$ cat src/rtl/bk_wide_add_seq.sv
// bk_wide_add_seq: multi-limb add/subtract sequencer wrapped around
// an external 32-bit Brent-Kung adder, one limb per cycle, LSB first.
module bk_wide_add_seq #(
   parameter int WORDS = 4
) (
   input  logic                clk,
   input  logic                rst_n,
   input  logic                in_valid,
   output logic                in_ready,
   input  logic [32*WORDS-1:0] in_a,
   input  logic [32*WORDS-1:0] in_b,
   input  logic                in_sub,
   output logic                out_valid,
   input  logic                out_ready,
   output logic [32*WORDS-1:0] out_sum,
   output logic                out_co,
   output logic                out_ovf,
   output logic [31:0]         add_a,
   output logic [31:0]         add_b,
   output logic                add_ci,
   input  logic [31:0]         add_s,
   input  logic                add_co
);

   localparam int W  = 32 * WORDS;
   localparam int IW = (WORDS > 1) ? $clog2(WORDS) : 1;
   localparam logic [IW-1:0] LAST = IW'(WORDS - 1);

   typedef enum logic [1:0] {
      IDLE,
      RUN,
      DONE
   } state_t;

   state_t          state;
   logic [IW-1:0]   idx;
   logic [W-1:0]    a_reg;
   logic [W-1:0]    b_reg;
   logic            sub_reg;
   logic            carry;
   logic            last;
   logic            run;

   assign run  = (state == RUN);
   assign last = (idx == LAST);

   // Present the current limb to the adder only while running;
   // subtraction is A + ~B + 1 with the +1 seeded into the carry.
   always_comb begin
      add_a  = '0;
      add_b  = '0;
      add_ci = 1'b0;
      if (run) begin
         add_a  = a_reg[32*idx +: 32];
         add_b  = b_reg[32*idx +: 32] ^ {32{sub_reg}};
         add_ci = carry;
      end
   end

   // Control FSM with registered handshake and result outputs.
   always_ff @(posedge clk or negedge rst_n) begin
      if (!rst_n) begin
         state     <= IDLE;
         idx       <= '0;
         a_reg     <= '0;
         b_reg     <= '0;
         sub_reg   <= 1'b0;
         carry     <= 1'b0;
         out_sum   <= '0;
         out_co    <= 1'b0;
         out_ovf   <= 1'b0;
         out_valid <= 1'b0;
         in_ready  <= 1'b1;
      end else begin
         unique case (state)
            IDLE: begin
               if (in_valid) begin
                  a_reg    <= in_a;
                  b_reg    <= in_b;
                  sub_reg  <= in_sub;
                  idx      <= '0;
                  carry    <= in_sub;
                  out_sum  <= '0;
                  in_ready <= 1'b0;
                  state    <= RUN;
               end
            end
            RUN: begin
               out_sum[32*idx +: 32] <= add_s;
               carry <= add_co;
               if (last) begin
                  idx       <= '0;
                  out_co    <= add_co;
                  out_ovf   <= (add_a[31] == add_b[31]) &&
                               (add_s[31] != add_a[31]);
                  out_valid <= 1'b1;
                  state     <= DONE;
               end else begin
                  idx <= idx + IW'(1);
               end
            end
            DONE: begin
               if (out_ready) begin
                  out_valid <= 1'b0;
                  in_ready  <= 1'b1;
                  state     <= IDLE;
               end
            end
            default: begin
               state     <= IDLE;
               out_valid <= 1'b0;
               in_ready  <= 1'b1;
            end
         endcase
      end
   end

endmodule

$ cat config.mk
export PLATFORM = sky130hd
export DESIGN_NAME = bk_wide_add_seq
export DESIGN_NICKNAME = d
export VERILOG_FILES = /design/src/rtl/bk_wide_add_seq.sv
export SDC_FILE = /design/constraint.sdc
export NUM_CORES = 1
export LEC_CHECK = 0
export CORE_MARGIN = 10
export CORE_UTILIZATION = 26
export DETAILED_ROUTE_END_ITERATION = 8
export GPL_ROUTABILITY_DRIVEN = 0
export PLACE_DENSITY_LB_ADDON = 0.25
export REMOVE_ABC_BUFFERS = 1
export SYNTH_ARGS = -nofsm -noshare
export SYNTH_HDL_FRONTEND = slang
export SYNTH_SLANG_ARGS = --single-unit
$ cat constraint.sdc
create_clock -name clk -period 3.1 [get_ports clk]
set_input_delay 0.31 -clock clk [delete_from_list [all_inputs] [get_ports clk]]
set_output_delay 0.31 -clock clk [all_outputs]
set_load 0.005 [all_outputs]
### Word level (Yosys, flattened, before mapping)

Index checks and enable logic that the tools add are counted.

* bits of input ports: 294
* register bits: 394
* output and inout port bits: 197

* shift operators: 4
* bitwise operators: 3
* reduce and logical (&&, ||, !) cells: 9
* muxes and demuxes: 21
* add/sub/neg operators: 2
* eq/ne operators: 8

Operator list (number)
* $pmux W128 S2: 1
* $shiftx A128 B8 Y32: 2
* $bwmux W128: 1
* $mux W128: 1
* $shift A32 B34 Y128 const A: 1
* $shiftx A32 B34 Y128: 1
* $mux W32: 2
* $neg A7 Y34: 1
* $xor A32 B32 Y32: 1
* $mux W2: 5
* $reduce_and A3 Y1: 3
* $mux W1: 6
* $ne A2 B2 Y1 const B: 3
* $pmux W1 S3: 2
* $pmux W2 S3: 1
* $reduce_and A2 Y1: 3
* $eq A2 B2 Y1 const B: 2
* $pmux W2 S2: 1
* $add A2 B1 Y2 const B: 1
* $eq A2 B1 Y1 const B: 1
* $logic_not A2 Y1: 1
* $not A1 Y1: 2
* $pmux W1 S2: 1
* $reduce_bool A2 Y1: 1
* other kinds (3): 3

### Longest topological paths before layout

Gate-level depths: netlist (run 1).

* word-level depth: 5
* gate-level depth with buffers: 9
* mapped depth without buffers: 5

### Least setup slack after synthesis (run 1)

Ideal clock, no wire load.

* kind: register -> register
* start: reg idx[1]
* end: reg out_sum[10]
* arrival time: 2.159 ns
* data required time: 3.035 ns
* slack: 0.875 ns
* library setup time: 0.065 ns
* cell stages (with the launch flop): 8
* path through: dfrtp_1 -> buf_2 -> buf_1 -> inv_1 -> ha_1 -> nor4_2 -> buf_2 -> a22o_1

* longest elaborated chain between the ends: 4

RTL lines
* start: declaration: line 36 `logic [IW-1:0] idx;`
* start signal: assignment: line 99 `idx <= idx + IW'(1);`
* $neg A7 Y34 (*): line 89 `out_sum[32*idx +: 32] <= add_s;`
* $shiftx A32 B34 Y128 / $shift A32 B34 Y128 (equally long branches): line 89
* $bwmux W128 (*): line 89
* $pmux W128 S2 (*): line 75 `unique case (state)`
* end signal: indexed assignment: line 89
* end: declaration: line 15 `output logic [32*WORDS-1:0] out_sum,`

Mark *: on every way between the ends. The rest lies on a longest branch, timed or not.
A chain may end at the register's enable or synchronous reset.

### Worst setup path after layout (run 1)

* start: reg idx[0]
* end: out add_b[14]

* longest elaborated chain between the ends: 3

RTL lines
* $shiftx A128 B8 Y32: line 55 `add_b = b_reg[32*idx +: 32] ^ {32{sub_reg}};`
* $xor A32 B32 Y32: line 55
* $mux W32: line 53 `if (run) begin`
* end: declaration: line 19 `output logic [31:0] add_b,`

Every way passes these cells.

==> qor.yml, run 1 <==
outcome: "finished, final reports clean"
die-area_sq_um: 75900
fin_skew_ns: 0.0199
antenna_found_initial: 20
cellLeakagePower_nw: 11.4
ys.flop_type: "dfrtp_1"
clockBufferDepth: 3
crit_type: "flip-flop to primary output"
hold_viol_final: 0
synth-simple-area-share_pct: 19.9
arrival_ns: 2.70
crit_end: "add_b[14]"
cp_top_family: "buffers and inverters"
fillers: 6438
reg2reg_from: "idx[1]$_DFFE_PN0P_"
detail-route-antenna-nets: 0
area_growth_pct: 43.5
num_vias: 13383
drt_wl_total_microns: 59100
synth.ff_latch_count: 394
grt_max_degree: 114
cp_slowest_stage_delay_ns: 0.55
firstDrtPassIters: 4
min_path_type: "input pin to flip-flop"
cts_sinks: 394
port-buffer-count: 490
grt_overflow_total: 0
cts_tree: "done"
cts_root_buffer: "clkbuf_16"
powerDensity_nw_per_um2: 1020
drt-initial-drc-count: 889
synth_commonest_cells: "nand2_1 (781), dfrtp_1 (393), a22o_1 (128)"
die_h_microns: 276
critPathRequiredTime_ns: 2.79
worst_setup_path_start_kind: "flip-flop"
cp_max_fo: 16
design_area_sq_um: 24400
synth_xor_area_share_pct: 1.69
synth_top_area_share_pct: 57.9
worst-path-buf-inv: 3
insertion_delay_ns: 0.56
viasPerCell: 4.49
layout-drive-gt1-share_pct: 9.26
cpMostUsedCell: "buf_12"
synthTopCellsByArea: "dfrtp_1 (58%), nand2_1 (17%), mux4_2 (8.5%)"
finalMaxSlewViolations: 0
pin_count: 491
clk_pin_slew_ns: 0.06
synthMuxAreaShare_pct: 8.55
finalSetupViolCount: 0
synthCells: 1617
max-slew-margin-rel_pct: 56.3
r2r-end: "out_sum[21]$_DFFE_PN0P_"
htreeDepth: 2
grt_pass1_vias: 14634
drv_cap: 0
cts_made_buffers: 45
async_reset_ff_share_pct: 100
pre_cts_slack_ns: 0.346
worst_slew_pin_slew_ns: 0.656
cp-end-kind: "primary output"
seq_area_frac_synth_pct: 58.1
synth_largest_area_cell: "dfrtp_1"
grt_pass1_wl_microns: 89000
cp_cell_sequence: "buf_12 > buf_12 > mux4_2 > xnor2_1 > nor2_1 > clkdlybuf4s50_1"
wl_per_cell_microns: 19.8
cp_slowest_cell: "clkdlybuf4s50_1"
placed_cell_area_sq_um: 22800
synth_top_family_by_area: "simple AND/OR/NAND/NOR gates"
coreArea_sq_um: 64600
rr_worst_depth: 6
min_period_ns: 3.01
synth-compound-area-share_pct: 7.09
drc: 0
yosysUniqueCellTypes: 35
yosys_warnings: 0
rows: 93
synth_fa_ha_area_share_pct: 0.442
fmax_mhz: 332
setup_ws_ns: 0.0873
hpwl_microns: 42300
synth_edf_count: 0
post-route-period-util_pct: 97.2
ir_drop_mv: 0.573
chipWidth_microns: 276
start_util_pct: 26.3
layout.nets: 2387
yosysMostFrequentCell: "nand2_1"
netlist_area_sq_um: 17000
rsz0062_at_grt: "yes"
avgSynthCellArea_sq_um: 10.5
track_usage_pct: 15.1
crit_start: "idx[0]$_DFFE_PN0P_"
path_depth: 6
reg2reg_slack_ns: 0.71
## placed cells by master, fill, tap and decap left out, types with 2 or more instances in the layout
master           synthesis  layout
nand2_1                781     781
clkdlybuf4s50_1          0     484
dfrtp_1                393     390
a22o_1                 128     128
mux4_2                  64      64
clkbuf_16                0      46
nor2_1                  36      34
and2_1                  32      32
xnor2_1                 31      31
buf_4                    6      27
buf_12                   0      17
clkinv_2                 0      10
clkbuf_8                 0       8
diode_2                  0       7
ha_1                     6       6
clkbuf_1                22       6
dlymetal6s2s_1           0       5
a21o_1                   4       4
bufinv_16                0       4
inv_1                    3       3
nor2_2                   1       2
and4_1                   2       2
o21ai_0                  2       2
nand3_1                  2       2
o31ai_1                  2       2
a21oi_1                  2       2
clkinvlp_4               0       2
dfrtp_4                  0       2
buf_6                   27       2
## cell families (layout without fill, tap and decap cells)
group,Yosys count,count (layout)
AND/OR/NAND/NOR,863,863
flip-flops,394,394
AO/OA/AOI/OAI,140,140
buffers and inverters,117,617
multiplexers,65,65
XOR/XNOR,32,32
adder cells (fa/ha/maj),6,6
other,0,7
## report_power, final
part / total, W / internal [W] / leakage [nW] / switching, W
sequential: 0.00854 / 0.00728 / 5.05 / 0.00127
clock: 0.00539 / 0.00322 / 0.734 / 0.00216
combinational: 0.0109 / 0.00577 / 5.63 / 0.00510
## worst min path at each step
stage                  start                  endpoint  slack (ns)  cells after the start
global route        in_a[48]     a_reg[48]$_DFFE_PN0P_        0.25                      3
floorplan              rst_n      a_reg[0]$_DFFE_PN0P_        0.01                      0
finish              in_b[74]     b_reg[74]$_DFFE_PN0P_        0.27                      3
CTS                 in_b[74]     b_reg[74]$_DFFE_PN0P_        0.23                      3
detailed placement     rst_n  out_sum[107]$_DFFE_PN0P_        0.36                      1
global placement       rst_n  out_sum[107]$_DFFE_PN0P_        0.36                      1
## per-stage QoR
stage | TNS [ns] | hold slack [ns] | power (W) | utilization, % | std cells
after floorplan | -932.96 | 0.0144 | 0.0142 | - | 1503
after global placement | 0 | 0.358 | 0.0195 | 35.3 | 2887
after detailed placement | 0 | 0.358 | 0.0196 | 35.3 | 2887
after CTS | -0.000263 | 0.226 | 0.0253 | 37.7 | 2972
after global routing | -0.257 | 0.253 | 0.0266 | 37.7 | 2979
final | 0 | 0.269 | 0.0248 | 37.7 | 2979
## worst reg2reg max path, stage by stage, from the launching register on
cell	delay (ns)
dfrtp_4	0.57
buf_12	0.26
inv_1	0.14
ha_1	0.38
nor4_4	0.29
buf_4	0.44
a22o_1	0.24
## layout make-up
class,instances,area (sq um),area share (%)
Inverter,3,11.3,0.0462
Timing Repair Buffer,537,5500,22.6
Sequential cell,394,9870,40.5
Clock buffer,60,1280,5.27
Multi-Input combinational cell,1106,6430,26.4
Clock inverter,17,201,0.826
Tap cell,855,1070,4.39
Antenna cell,7,17.5,0.0719
## per-layer routing
metal / global-route usage [%] / routed length [microns] / up-vias
met1: 19.0 / 25000 / 6584
met5: 0 / 154 / -
met2: 24.5 / 27600 / 430
met4: 4.79 / 1350 / 22
li1: - / - / 6247
met3: 4.73 / 4980 / 100
## timing repair
action,in CTS,in global routing
endpoints found under the hold margin,71,0
resized for setup,2,7
setup buffers,7,0
setup endpoints to repair,46,21
pin swaps,0,1
hold buffers,1,0
No activity file was read; power rests on OpenSTA's default activity.
==> run 2, diff against run 1 <==
--- a/constraint.sdc
+++ b/constraint.sdc
@@ -3,2 +3,2 @@
 set_output_delay 0.31 -clock clk [all_outputs]
-set_load 0.005 [all_outputs]
+set_load 0.05 [all_outputs]
==> run 2 against run 1 <==
  * Sequential cell count unchanged
  * Global-route usage up 0.15 points
  * Setup slack better by 0.12 ns
  * Largest cell class unchanged
  * Largest power group unchanged
==> qor.yml, run 2 (synthesized netlist as in run 1, its figures left out) <==
cts_sinks: 394  # unchanged
grt_pass1_vias: 14500  # -0.92%
wl_per_cell_microns: 20.1  # +1.5%
track_usage_pct: 15.3  # +0.15 points
min_period_ns: 2.89  # -0.124 ns
die-area_sq_um: 75900  # unchanged
fin_tns_setup_ns: 0  # unchanged
port-buffer-count: 490  # unchanged
cp_top_family: "buffers and inverters"
cp-end-kind: "primary output"
die_h_microns: 276  # unchanged
grt_max_degree: 95  # -17%
coreArea_sq_um: 64600  # unchanged
htreeDepth: 2  # unchanged
pre_cts_slack_ns: 0.410  # +0.0632 ns
start_util_pct: 26.3  # unchanged
critPathRequiredTime_ns: 2.79  # about the same
drt-initial-drc-count: 1071  # +20%
setup_ws_ns: 0.212  # +0.124 ns
max-slew-margin-rel_pct: 50.4  # -5.8 points
hpwl_microns: 42300  # about the same
firstDrtPassIters: 6  # +2
fin_skew_ns: 0.0127  # -0.00726 ns
min_path_type: "input pin to flip-flop"
cp_max_fo: 26  # +10
arrival_ns: 2.58  # -0.12 ns
cts_root_buffer: "clkbuf_16"
drc: 0  # unchanged
worst_slew_pin_slew_ns: 0.743  # +0.0874 ns
rows: 93  # unchanged
drt_wl_total_microns: 60000  # +1.5%
drv_cap: 0  # unchanged
grt_pass1_wl_microns: 89600  # +0.63%
cts_made_buffers: 46  # +2.2%
finalSetupViolCount: 0  # unchanged
cp_cell_sequence: "buf_12 > buf_12 > mux4_2 > xnor2_1 > nor2_1 > buf_12"
insertion_delay_ns: 0.57  # about the same
area_growth_pct: 45.2
fillers: 6427  # -0.17%
final-seq-area_sq_um: 9870  # unchanged
finalMaxSlewViolations: 0  # unchanged
viasPerCell: 4.54  # +1.2%
cpMostUsedCell: "buf_12"
cp_slowest_cell: "mux4_2"
layout_common_cells: "nand2_1 (781), clkdlybuf4s50_1 (425), dfrtp_1 (390)"
worst_setup_path_start_kind: "flip-flop"
fmax_mhz: 346  # +4.3%
multi_input_area_sq_um: 6420  # about the same
detail-route-antenna-nets: 0  # unchanged
antenna_found_initial: 14  # -30%
layout.nets: 2387  # unchanged
layout-drive-gt1-share_pct: 11.1  # +1.8 points
design_area_sq_um: 24700  # +1.2%
crit_type: "flip-flop to primary output"
cellLeakagePower_nw: 11.8  # +3.7%
rsz0062_at_grt: "no"
placed_cell_area_sq_um: 23100  # +1.2%
grt_overflow_total: 0  # unchanged
chipWidth_microns: 276  # unchanged
ir_drop_mv: 0.565  # -1.5%
powerDensity_nw_per_um2: 1210  # +19%
cp_slowest_stage_delay_ns: 0.55  # about the same
clockBufferDepth: 3  # unchanged
pin_count: 491  # unchanged
outcome: "finished, final reports clean"
clk_pin_slew_ns: 0.06  # about the same
final_util_pct: 38.2  # +0.45 points
cts_tree: "done"
worst-path-buf-inv: 3  # unchanged
num_vias: 13528  # +1.1%
post-route-period-util_pct: 93.2  # -4.0 points
hold_viol_final: 0  # unchanged
final_common_cell: "nand2_1"
==> run 2: per-stage QoR <==
stage          power, W  std cells  hold slack (ns)
3_5_place_dp     0.0248       2890            0.394
2_1_floorplan    0.0183       1503           0.0144
4_1_cts          0.0304       2973            0.215
6_report         0.0299       2977            0.263
5_1_grt          0.0316       2976            0.246
3_3_place_gp     0.0246       2890            0.401
==> run 2: report_power, final <==
| part | total (W) | leakage (nW) | internal (W) | switching [W] |
|---|---|---|---|---|
| sequential | 0.00852 | 5.05 | 0.00728 | 0.00124 |
| clock | 0.00533 | 0.729 | 0.00310 | 0.00222 |
| combinational | 0.0160 | 6.06 | 0.00647 | 0.00958 |
| total | 0.0299 | 11.8 | 0.0168 | 0.0130 |
==> run 2: repair_timing <==
item,in CTS,in global routing
hold endpoints to repair,79,0
hold buffers,1,0
gates resized for setup,0,22
setup buffers,3,0
setup endpoints to repair,63,22
==> run 2: worst paths after layout <==
path	start	to	slack, ns	cells past startpoint
max in group asynchronous	rst_n	a_reg[25]$_DFFE_PN0P_	1.72	4
min in group asynchronous	rst_n	b_reg[53]$_DFFE_PN0P_	0.36	2
setup reg to reg	state[1]$_DFFE_PN0P_	out_sum[83]$_DFFE_PN0P_	0.68	6
setup / recovery	idx[0]$_DFFE_PN0P_	add_b[2]	0.21	6
hold / removal	in_a[97]	a_reg[97]$_DFFE_PN0P_	0.26	3
hold reg to reg	b_reg[102]$_DFFE_PN0P_	b_reg[102]$_DFFE_PN0P_	0.47	2
==> run 2: area by class of cell <==
type	instances	share of cell area, %
clock buffer	65	5.45
inverter	3	0.0457
clock inverter	14	0.533
timing repair buffer	536	23.5
antenna	4	0.0406
sequential	394	40.0
multi-input combinational	1106	26.0
tap	855	4.34
==> run 2: per-layer routing <==
layer,share of wire (%),track usage (%)
met1,42,19.2
met5,0.20,0
met4,2.0,4.23
met3,8.5,4.69
met2,48,25.1
==> run 2: worst register-to-register path, cell delays in order, from the launching register on <==
cell      delay, ns
dfrtp_1        0.68
nand2b_2       0.24
buf_4          0.47
nor2_1         0.15
and4_1         0.24
buf_4          0.27
a22o_1         0.26
